$ cat src/rtl/tt_add_arb_pkg.sv
// Shared types and default constants for the shared-adder arbiter slice.
package tt_add_arb_pkg;

  localparam int unsigned N_REQ_DEF = 4;
  localparam int unsigned W_DEF     = 8;
  localparam int unsigned IDW_DEF   = $clog2(N_REQ_DEF);

  // Result record at the default configuration: {carry, sum, id}.
  typedef struct packed {
    logic               carry;
    logic [W_DEF-1:0]   sum;
    logic [IDW_DEF-1:0] id;
  } add_res_t;

endpackage

$ cat src/rtl/tt_rr_arbiter.sv
// Round-robin arbiter: remembers the last granted requester and grants the
// first valid requester after it. Grant is combinational and one-hot.
module tt_rr_arbiter #(
  parameter int unsigned N_REQ = 4,
  parameter int unsigned IDW   = $clog2(N_REQ)
) (
  input  logic             clk,
  input  logic             rst,
  input  logic [N_REQ-1:0] req,
  input  logic             en,
  input  logic             taken,
  output logic [N_REQ-1:0] gnt,
  output logic [IDW-1:0]   gnt_idx
);

  logic [IDW-1:0] last;
  logic [IDW-1:0] cand;
  logic           found;

  // Search from last+1 (wrapping) for the first valid requester.
  always_comb begin
    gnt     = '0;
    gnt_idx = '0;
    cand    = '0;
    found   = 1'b0;
    if (en) begin
      for (int unsigned i = 1; i <= N_REQ; i++) begin
        cand = IDW'((32'(last) + i) % N_REQ);
        if (!found && req[cand]) begin
          found        = 1'b1;
          gnt[cand]    = 1'b1;
          gnt_idx      = cand;
        end
      end
    end
  end

  // Pointer moves only on an accepted grant; reset gives requester 0 priority.
  always_ff @(posedge clk) begin
    if (rst) begin
      last <= IDW'(N_REQ - 1);
    end else if (taken) begin
      last <= gnt_idx;
    end
  end

endmodule

$ cat src/rtl/tt_add_arbiter.sv
// Shares one registered W-bit adder among N_REQ requesters via round-robin
// arbitration, with a single-entry result register honouring backpressure.
// Optional: define ADD_ARB_SAT_EN for a saturating sum (carry still reported).
module tt_add_arbiter
  import tt_add_arb_pkg::*;
#(
  parameter int unsigned N_REQ = N_REQ_DEF,
  parameter int unsigned W     = W_DEF,
  parameter int unsigned IDW   = $clog2(N_REQ)
) (
  input  logic               clk,
  input  logic               rst,
  input  logic [N_REQ-1:0]   req_valid,
  output logic [N_REQ-1:0]   req_ready,
  input  logic [N_REQ*W-1:0] req_a,
  input  logic [N_REQ*W-1:0] req_b,
  output logic               res_valid,
  input  logic               res_ready,
  output logic [W-1:0]       res_sum,
  output logic               res_carry,
  output logic [IDW-1:0]     res_id
);

  // Same shape as add_res_t, sized for this instance.
  typedef struct packed {
    logic           carry;
    logic [W-1:0]   sum;
    logic [IDW-1:0] id;
  } res_t;

  res_t             res_q;
  logic             valid_q;
  logic             take;
  logic             arb_en;
  logic             xfer;
  logic [N_REQ-1:0] gnt;
  logic [IDW-1:0]   gnt_idx;
  logic [W-1:0]     a_sel;
  logic [W-1:0]     b_sel;
  logic [W:0]       full_sum;
  logic [W-1:0]     sum_out;

  assign take   = !valid_q || res_ready;
  // Reset suppresses grants so no accept coincides with rst.
  assign arb_en = take && !rst;

  tt_rr_arbiter #(
    .N_REQ (N_REQ),
    .IDW   (IDW)
  ) u_rr (
    .clk     (clk),
    .rst     (rst),
    .req     (req_valid),
    .en      (arb_en),
    .taken   (xfer),
    .gnt     (gnt),
    .gnt_idx (gnt_idx)
  );

  assign req_ready = gnt;
  assign xfer      = |(req_valid & gnt);

  // Operand mux and W+1-bit add for the granted requester.
  always_comb begin
    a_sel    = req_a[32'(gnt_idx)*W +: W];
    b_sel    = req_b[32'(gnt_idx)*W +: W];
    full_sum = {1'b0, a_sel} + {1'b0, b_sel};
`ifdef ADD_ARB_SAT_EN
    sum_out  = full_sum[W] ? '1 : full_sum[W-1:0];
`else
    sum_out  = full_sum[W-1:0];
`endif
  end

  // Result register: load on accept, drop valid on pop without a refill.
  always_ff @(posedge clk) begin
    if (rst) begin
      valid_q <= 1'b0;
      res_q   <= '0;
    end else if (xfer) begin
      valid_q     <= 1'b1;
      res_q.carry <= full_sum[W];
      res_q.sum   <= sum_out;
      res_q.id    <= gnt_idx;
    end else if (res_ready) begin
      valid_q <= 1'b0;
    end
  end

  assign res_valid = valid_q;
  assign res_sum   = res_q.sum;
  assign res_carry = res_q.carry;
  assign res_id    = res_q.id;

endmodule

$ cat config.mk
export PLATFORM = sky130hd
export DESIGN_NAME = tt_add_arbiter
export DESIGN_NICKNAME = d
export VERILOG_FILES = /design/src/rtl/tt_add_arb_pkg.sv /design/src/rtl/tt_rr_arbiter.sv /design/src/rtl/tt_add_arbiter.sv
export SDC_FILE = /design/constraint.sdc
export NUM_CORES = 1
export LEC_CHECK = 0
export ABC_AREA = 1
export BUFFER_PORTS_ARGS = -buffer_cell sky130_fd_sc_hd__clkbuf_2
export CAP_MARGIN = 20
export CORE_ASPECT_RATIO = 1.4
export CORE_MARGIN = 2
export CORE_UTILIZATION = 38
export CTS_CLUSTER_DIAMETER = 150
export CTS_CLUSTER_SIZE = 8
export DETAILED_ROUTE_END_ITERATION = 8
export PLACE_DENSITY = 0.66
export SYNTH_ARGS = -nofsm -noshare
export SYNTH_HDL_FRONTEND = slang
export SYNTH_SLANG_ARGS = --single-unit
export TNS_END_PERCENT = 30
$ cat constraint.sdc
create_clock -name clk -period 10.7 [get_ports clk]
set_input_delay 0 -clock clk [delete_from_list [all_inputs] [get_ports clk]]
set_output_delay 0 -clock clk [all_outputs]
set_load 0.02 [all_outputs]
==> results.cfg, run 1 <==
[synth]
synth.avg_cell_area_sq_um = 5.90
yosysUniqueCellTypes = 33
yosys.area_share.xor_xnor = 0.0177
ys_warn_count = 0
synth-adder-area-share = 0.111
yosys.area_share.simple = 0.403
synth_top_family_by_area = simple AND/OR/NAND/NOR gates
synth_area_sq_um = 1980
netlist_instances = 335
synth_nets = 423
ys.flop_type = dfxtp_1
synth.area.mux_share = 0
synth.top_cell.area_share = 0.171
seq_area_frac_synth = 0.142
synth-compound-area-share = 0.186
synth_area_leader_cell = nand2_1
async_flop_share = 0
synth-edff-count = 0
synth_area_leaders = nand2_1 17%, dfxtp_1 14%, ha_1 10%
synth-seq-cells = 14

[placement]
hpwlAfterDp_microns = 4790
gp_congestion = 0.862
place_worst_setup_slack_ps = 6010
io_buffers = 86

[min_path]
hold_path_class = input port to register

[sta]
slew_violations = 0
tns_ps = 0
hold_slack_ps = 11.2
worst_slew_pin_slew_ps = 858
finalCriticalPeriod_ps = 4660
fin_crit_sh = 0.436
setup_slack_ps = 6040
grt_setup_unrepaired = false
setup_viol = 0
skew_ps = 2.59
max_freq_ghz = 0.214
slew-limit-headroom = 0.426
hold_viol_final = 0

[detailed_routing]
route.detailed.drc = 0
drt-pass1-iter-count = 4
wl_per_cell_microns = 11.8
ant_nets = 0
wl_microns = 5660
vias = 2299
drt-initial-drc-count = 82
vias_per_cell = 4.78

[pwr]
p_per_area_nw_per_um2 = 404
p_leak_uw = 0.00147
p_total_uw = 1000
peakVddDrop_mv = 0.168

[cts]
tritoncts = built
cts_root_buf = clkbuf_8
cts.path.max_buffers = 2
numCtsBuffers = 3
cts.sinks = 14
cts-resized-gates = 0
ctsHtreeMaxLevel = 1
path_clk_slew_ps = 60
post_cts_buffers = 0
worstSkewPairLatency_ps = 240
postCtsHoldBufs = 1

[critical_path]
crit_fanout = 59
cp.required_ps = 10830
crit_family = simple AND/OR/NAND/NOR gates
cp.arrival_ps = 4790
end_kind = register
critical_path_class = register to register
slowest_stage = dfxtp_1
max_stage_delay_ps = 530
start_kind = register
worst-r2r-setup-slack_ps = 6040
critPathBufInv = 3

[floorplanning]
coreArea_sq_um = 5080
core.rowCount = 31
fp.dieH_microns = 89.3
die-area_sq_um = 5800
boundaryPins = 87
die_width_microns = 64.9
start_util = 0.389

[status]
status = finished, final reports clean

[grt]
grt_pass1_vias = 2135
grt_max_degree = 60
antenna_found_initial = 0
grt-ovfl-total = 0
grt_first_pass_wirelength_microns = 9090
grtUsageTotal = 0.199

[layout]
drive_above_1_share = 0.280
layout.nets = 504
area_growth_syn_to_layout_pct = 25.6
diodes = 0

[flow_run]
drv_cap = 0
-- sequential cells by signal, indices dropped and copies added (netlist names) --
signal	cells
res_sum	8
res_id	2
u_rr.last	2
res_carry	1
res_valid	1
-- Yosys cell counts (all sizes together) (3+ instances only) --
| library cell | number |
|---|---|
| ha | 16 |
| o22ai | 13 |
| nand3 | 26 |
| o21ai | 30 |
| buf | 11 |
| a21boi | 4 |
| nor2 | 30 |
| o21a | 3 |
| nand2 | 103 |
| xor2 | 4 |
| a21oi | 10 |
| dfxtp | 14 |
| nor3 | 9 |
| inv | 52 |
| nand4 | 5 |
-- placed cells by master (no fill, tap or decap), types with 2 or more instances in the layout --
master and n:
nor2_1 26, a21oi_1 9, nand2_1 90, o21a_1 3, nand2_4 2, ha_1 16
xor2_1 4, inv_1 48, clkbuf_2 86, a21boi_0 3, o21ai_0 25, nor3_1 8
nand4_1 5, dfxtp_1 14, nand2_2 11, nor2_4 2, inv_2 4, clkbuf_8 4
nand3_2 2, nand3_1 24, o22ai_1 13, o21ai_1 5
-- through the flow --
step	util	instance area [sq um]	cells
floorplan	-	1980	335
global placement	0.475	2420	476
detailed placement	0.475	2420	476
CTS	0.488	2480	481
global route	0.488	2480	481
finish	0.488	2480	481
-- layer usage --
layer  GRT usage  routed length (microns)  up-vias
met5           0                        0        -
met4      0.0658                      159        0
met3      0.0151                      198       12
met2       0.414                     3090       59
met1       0.205                     2210      982
li1            -                        -     1246
-- where the power goes --
part,switching [uW],total (uW),internal [uW]
combinational,547,856,308
clock,18.8,51.3,32.6
sequential,19.4,95.8,76.3
total,586,1000,417
-- kinds of logic after synthesis --
family                     after synthesis
and+or+nand+nor                        173
buffers and inverters                   64
AOI/OAI and AO/OA                       63
adders and majority gates               17
DFF                                     14
xor gates and xnor gates                 4
-- cell type report --
type,instances,area [sq um]
inverter,52,195
fill,572,2600
sequential,14,280
multi-input combinational,257,1420
tap,66,82.6
timing repair buffer,88,448
clock buffer,4,55.1
-- path summary, 6_finish.rpt --
path | start | cells after the start | to
max | u_rr.last[0] | 25 | res_carry
min | res_ready | 4 | res_valid
max reg2reg | u_rr.last[0] | 25 | res_carry
min reg2reg | res_id[1] | 2 | res_id[1]
-- worst reg2reg max path, cell delays in order (launching register included) --
cell,delay (ps)
dfxtp_1,530
inv_2,190
ha_1,390
inv_1,90
nand3_2,120
nand2_4,90
nor2_8,180
nand2_2,80
inv_2,90
nor3_2,50
nor2_2,90
nand2_2,480
o21ai_0,390
o22ai_1,110
ha_1,270
fa_1,410
nand3_1,120
nand3_1,70
nand2_1,80
nand2_1,50
a21oi_1,190
nor2_1,60
o21ai_0,150
nand2_1,70
o21ai_0,150
nor2_1,50
Note: power is estimated with default switching activity, not from simulation.
==> inputs of run 2 (changes only) <==
--- a/config.mk
+++ b/config.mk
@@ -14,7 +14,7 @@
 export CTS_CLUSTER_DIAMETER = 150
 export CTS_CLUSTER_SIZE = 8
 export DETAILED_ROUTE_END_ITERATION = 8
-export PLACE_DENSITY = 0.66
+export PLACE_DENSITY = 0.69
 export SYNTH_ARGS = -nofsm -noshare
 export SYNTH_HDL_FRONTEND = slang
 export SYNTH_SLANG_ARGS = --single-unit
==> constraint.sdc (replaced) <==
create_clock -name clk -period 4.2 [get_ports clk]
set_input_delay 0 -clock clk [delete_from_list [all_inputs] [get_ports clk]]
set_output_delay 0 -clock clk [all_outputs]
set_load 0.02 [all_outputs]
==> run 2 against run 1 <==
Sequential cell count is the same. Wire length shrank 1.1%. Clock-buffer cell count is the same. Global-route usage shrank 1.0 points. Die area is the same. First-iteration DRC count grew 52%. Final cell count grew 2.3%. Worst hold slack gained 9.4 ps. Critical path depth shrank 1. Clock power grew to 2.5 times the previous value. Critical endpoint unchanged. Largest power group unchanged.
==> results.cfg, run 2 (same netlist as run 1, synthesis figures left out) <==
[critical_path]
start_kind = register
path_cells = inv_2 > ha_1 > inv_1 > nand3_2 > nand2_4 > nor2_8 > nand2_2 > inv_2 > o21ai_1 > nand2_8 > o21ai_0 > o22ai_1 > ha_1 > fa_1 > nand3_1 > nand3_1 > nand2_1 > nand2_1 > a21oi_1 > nor2_1 > o21ai_0 > nand2_1 > o21ai_0 > nor2_1
critPathBufInv = 3
end_kind = register
max_stage_delay_ps = 410
slowest_stage = fa_1
crit_fanout = 35
critical_path_class = register to register
cp.required_ps = 4340
crit_family = compound AO/OA/AOI/OAI gates
cp.arrival_ps = 4070

[floorplanning]
coreArea_sq_um = 5080
die_width_microns = 64.9
fp.dieH_microns = 89.3
die-area_sq_um = 5800
core.rowCount = 31
start_util = 0.389
boundaryPins = 87

[detailed_routing]
ant_nets = 0
drt-pass1-iter-count = 4
vias = 2401
wl_microns = 5600
drt-initial-drc-count = 125
wl_per_cell_microns = 11.4
vias_per_cell = 4.88
route.detailed.drc = 0

[cts]
cts.sinks = 14
numCtsBuffers = 3
worstSkewPairLatency_ps = 240
ctsHtreeMaxLevel = 1
tritoncts = built
path_clk_slew_ps = 60
cts.path.max_buffers = 2
cts_root_buf = clkbuf_8

[sta]
slew-limit-headroom = 0.707
skew_ps = 3.91
hold_viol_final = 0
finalCriticalPeriod_ps = 3930
slew_violations = 0
max_freq_ghz = 0.254
grt_setup_unrepaired = true
setup_viol = 0
fin_crit_sh = 0.936
worst_slew_pin_slew_ps = 438

[flow_run]
drv_cap = 0

[layout]
final_cells = 492
largest_reg_flops = 8
mostFrequentLayoutCells = 90 x nand2_1, 86 x clkbuf_2, 48 x inv_1, 26 x nor2_1, 25 x o21ai_0
fin_util = 0.508
diodes = 0
area_growth_syn_to_layout_pct = 30.8
nFillCells = 552
final_common_cell = nand2_1
drive_above_1_share = 0.300
layout.nets = 515

[grt]
grtUsageTotal = 0.189
grt_first_pass_wirelength_microns = 8700
antenna_found_initial = 0
grt_pass1_vias = 2129
grt-ovfl-total = 0
grt_max_degree = 36

[placement]
dp_cells = 484
io_buffers = 86
gp_congestion = 0.967
hpwlAfterDp_microns = 4640

[pwr]
p_per_area_nw_per_um2 = 1030
peakVddDrop_mv = 0.552
p_leak_uw = 0.00153

[min_path]
hold_path_class = input port to register

[status]
status = finished, final reports clean
[run 2: timing repair]
item / CTS / global route
hold buffers: 1 / 0
resized for setup: 0 / 3
setup endpoints to repair: 0 / 4
endpoints found under the hold margin: 3 / 0
buffers inserted: 0 / 3
[run 2: cell type report]
class,instances,area (sq um),area share
tap,66,82.6,0.0320
timing repair buffer,99,531,0.205
sequential,14,280,0.108
multi-input combinational,257,1440,0.557
inverter,52,195,0.0755
clock buffer,4,55.1,0.0213
[run 2: worst reg2reg max path, delay by kind of cell (launching register included)]
family	cells	cell delay [ps]
simple gates	12	1100
flops	1	340
compound gates	6	1140
fa+ha+maj	3	1010
buf+inv	3	230
[run 2: layer usage]
metal | vias to the layer above | part of all wire | global-route usage
met2 | 76 | 0.56 | 0.409
met1 | 1049 | 0.37 | 0.180
met5 | - | 0 | 0
li1 | 1264 | - | -
met3 | 12 | 0.044 | 0.0252
met4 | 0 | 0.026 | 0.0522
[run 2: report_power, final]
| group | switching [uW] | total (uW) | internal, uW |
|---|---|---|---|
| logic | 1450 | 2320 | 867 |
| clock network | 45.8 | 129 | 82.9 |
| registers | 31.4 | 226 | 194 |
| total | 1530 | 2670 | 1140 |
[run 2: per-stage QoR]
step | area [sq um] | worst slack (ps) | power, uW | hold WS [ps] | setup TNS [ps]
after floorplan | 1980 | 416 | 1970 | 69.1 | 0
after CTS | 2540 | 172 | 2600 | 19.0 | 0
final | 2580 | 270 | 2670 | 20.5 | 0
after detailed placement | 2480 | 198 | 2470 | 229 | 0
after global placement | 2480 | 315 | 2450 | 225 | 0
after global routing | 2580 | -46.6 | 2990 | 49.2 | -46.6
[run 2: path summary, 6_finish.rpt]
path / from / endpoint / slack [ps] / cells after the start
worst max-delay path: u_rr.last[0] / res_carry / 270 / 24
worst min-delay path: res_ready / res_valid / 20 / 4
worst min register to register: res_id[0] / res_id[0] / 480 / 2
worst max register to register: u_rr.last[0] / res_carry / 270 / 24
==> inputs of run 3 (changes only) <==
--- a/config.mk
+++ b/config.mk
@@ -10,11 +10,12 @@
 export CAP_MARGIN = 20
 export CORE_ASPECT_RATIO = 1.4
 export CORE_MARGIN = 2
-export CORE_UTILIZATION = 38
+export CORE_UTILIZATION = 44
 export CTS_CLUSTER_DIAMETER = 150
 export CTS_CLUSTER_SIZE = 8
 export DETAILED_ROUTE_END_ITERATION = 8
-export PLACE_DENSITY = 0.69
+export MAX_ROUTING_LAYER = met4
+export PLACE_DENSITY = 0.78
 export SYNTH_ARGS = -nofsm -noshare
 export SYNTH_HDL_FRONTEND = slang
 export SYNTH_SLANG_ARGS = --single-unit
==> run 3 against run 2 <==
Core utilization is 9.5 points higher. Highest routed layer unchanged. Critical endpoint is now res_sum[7]. Wire length is 2.7% higher. Maximum frequency is 1.6% higher. Largest cell class unchanged.
==> results.cfg, run 3 (same netlist as run 1, synthesis figures left out) <==
[sta]
finalCriticalPeriod_ps = 3870
slew_violations = 0
grt_setup_unrepaired = false
tns_ps = 0
fin_crit_sh = 0.921
setup_viol = 0
hold_slack_ps = 18.2
max_freq_ghz = 0.259
skew_ps = 3.21
slew-limit-headroom = 0.699
worst_slew_pin_slew_ps = 451
hold_viol_final = 0

[floorplanning]
die_width_microns = 60.6
fp.dieH_microns = 83.3
core.rowCount = 28
boundaryPins = 87
die-area_sq_um = 5050
start_util = 0.462
coreArea_sq_um = 4270

[pwr]
p_total_uw = 2690
p_leak_uw = 0.00153
p_per_area_nw_per_um2 = 1040
peakVddDrop_mv = 0.652

[detailed_routing]
drt-initial-drc-count = 85
ant_nets = 0
route.detailed.drc = 0
vias_per_cell = 5.00
wl_per_cell_microns = 11.8
drt-pass1-iter-count = 4
wl_microns = 5750
vias = 2437

[cts]
cts.path.max_buffers = 2
ctsHtreeMaxLevel = 1
numCtsBuffers = 3
path_clk_slew_ps = 60
worstSkewPairLatency_ps = 250
cts_root_buf = clkbuf_8
tritoncts = built
cts.sinks = 14

[layout]
largest_reg_flops = 8
layout.nets = 516
nFillCells = 465
area_growth_syn_to_layout_pct = 30.5
final_common_cell = nand2_1
drive_above_1_share = 0.304
mostFrequentLayoutCells = 90 x nand2_1, 86 x clkbuf_2, 48 x inv_1, 26 x nor2_1, 25 x o21ai_0
diodes = 0

[placement]
gp_congestion = 1.04
hpwlAfterDp_microns = 4720
io_buffers = 86

[critical_path]
cp.arrival_ps = 4010
start_kind = register
crit_fanout = 16
critical_path_class = register to register
cp.required_ps = 4340
end_kind = register

[grt]
grt-ovfl-total = 0
antenna_found_initial = 0
grt-busiest-layer = met2
gr-usage-met2 = 0.467
grt_pass1_vias = 2341
grtUsageMet3 = 0.0358
grt_max_degree = 34
grt_first_pass_wirelength_microns = 9470
gr-usage-met1 = 0.236
grtUsageTotal = 0.239

[flow_run]
drv_cap = 0

[min_path]
hold_path_class = input port to register

[status]
status = finished, final reports clean
-- run 3: cell count changes in the layout (fill, tap and decap cells not counted), sizes merged --
cell / before / now
nand2: 103 / 104
-- run 3: cell type report --
| cell class | instances | area, sq um | share of cell area |
|---|---|---|---|
| sequential | 14 | 280 | 0.109 |
| multi-input combinational | 258 | 1440 | 0.558 |
| inverter | 52 | 195 | 0.0757 |
| tap | 60 | 75.1 | 0.0291 |
| clock buffer | 4 | 55.1 | 0.0213 |
| timing repair buffer | 99 | 534 | 0.207 |
-- run 3: metal layers --
metal / routed length (microns) / up-vias / part of all wire
met1: 2170 / 1097 / 0.38
met4: 84 / 0 / 0.015
met5: 0 / - / 0
met2: 3280 / 63 / 0.57
li1: - / 1267 / -
met3: 218 / 10 / 0.038
-- run 3: stage by stage --
step / setup WS [ps] / std cells / utilization / cell area, sq um
floorplan: 416 / 335 / - / 1980
global placement: 292 / 478 / 0.578 / 2470
detailed placement: 130 / 478 / 0.578 / 2470
CTS: 112 / 483 / 0.593 / 2530
global route: 22.6 / 487 / 0.603 / 2580
finish: 332 / 487 / 0.603 / 2580
-- run 3: timing repair --
action	in CTS	in global routing
gates resized for setup	0	4
hold buffers	1	0
setup buffers	0	3
setup endpoints to repair	0	4
endpoints found under the hold margin	3	0
-- run 3: worst max-delay path, stage by stage, from the launching register on --
cell      delay [ps]
dfxtp_1          340
inv_2             40
ha_1             330
inv_1             90
nand3_2          120
nand2_4          100
nor2_4           200
nand2_1           70
nand3_1           80
o21ai_1          110
a21oi_4          370
buf_4            210
inv_2             70
o21a_1           210
ha_1             350
nand2_1           80
inv_1             60
a221oi_1         330
o21ai_0          170
xor2_1           170
o21ai_0          180
nor2_1            50
-- run 3: path summary, 6_finish.rpt --
kind	from	to	slack (ps)	cells past startpoint
setup / recovery	u_rr.last[0]	res_sum[7]	330	21
hold / removal	res_ready	res_valid	20	4
setup reg to reg	u_rr.last[0]	res_sum[7]	330	21
hold reg to reg	res_id[0]	res_id[0]	460	2
-- run 3: where the power goes --
part	total, uW	switching (uW)	internal, uW
clock network	133	49.4	83.1
logic	2330	1460	870
registers	225	30.7	194
total	2690	1540	1150
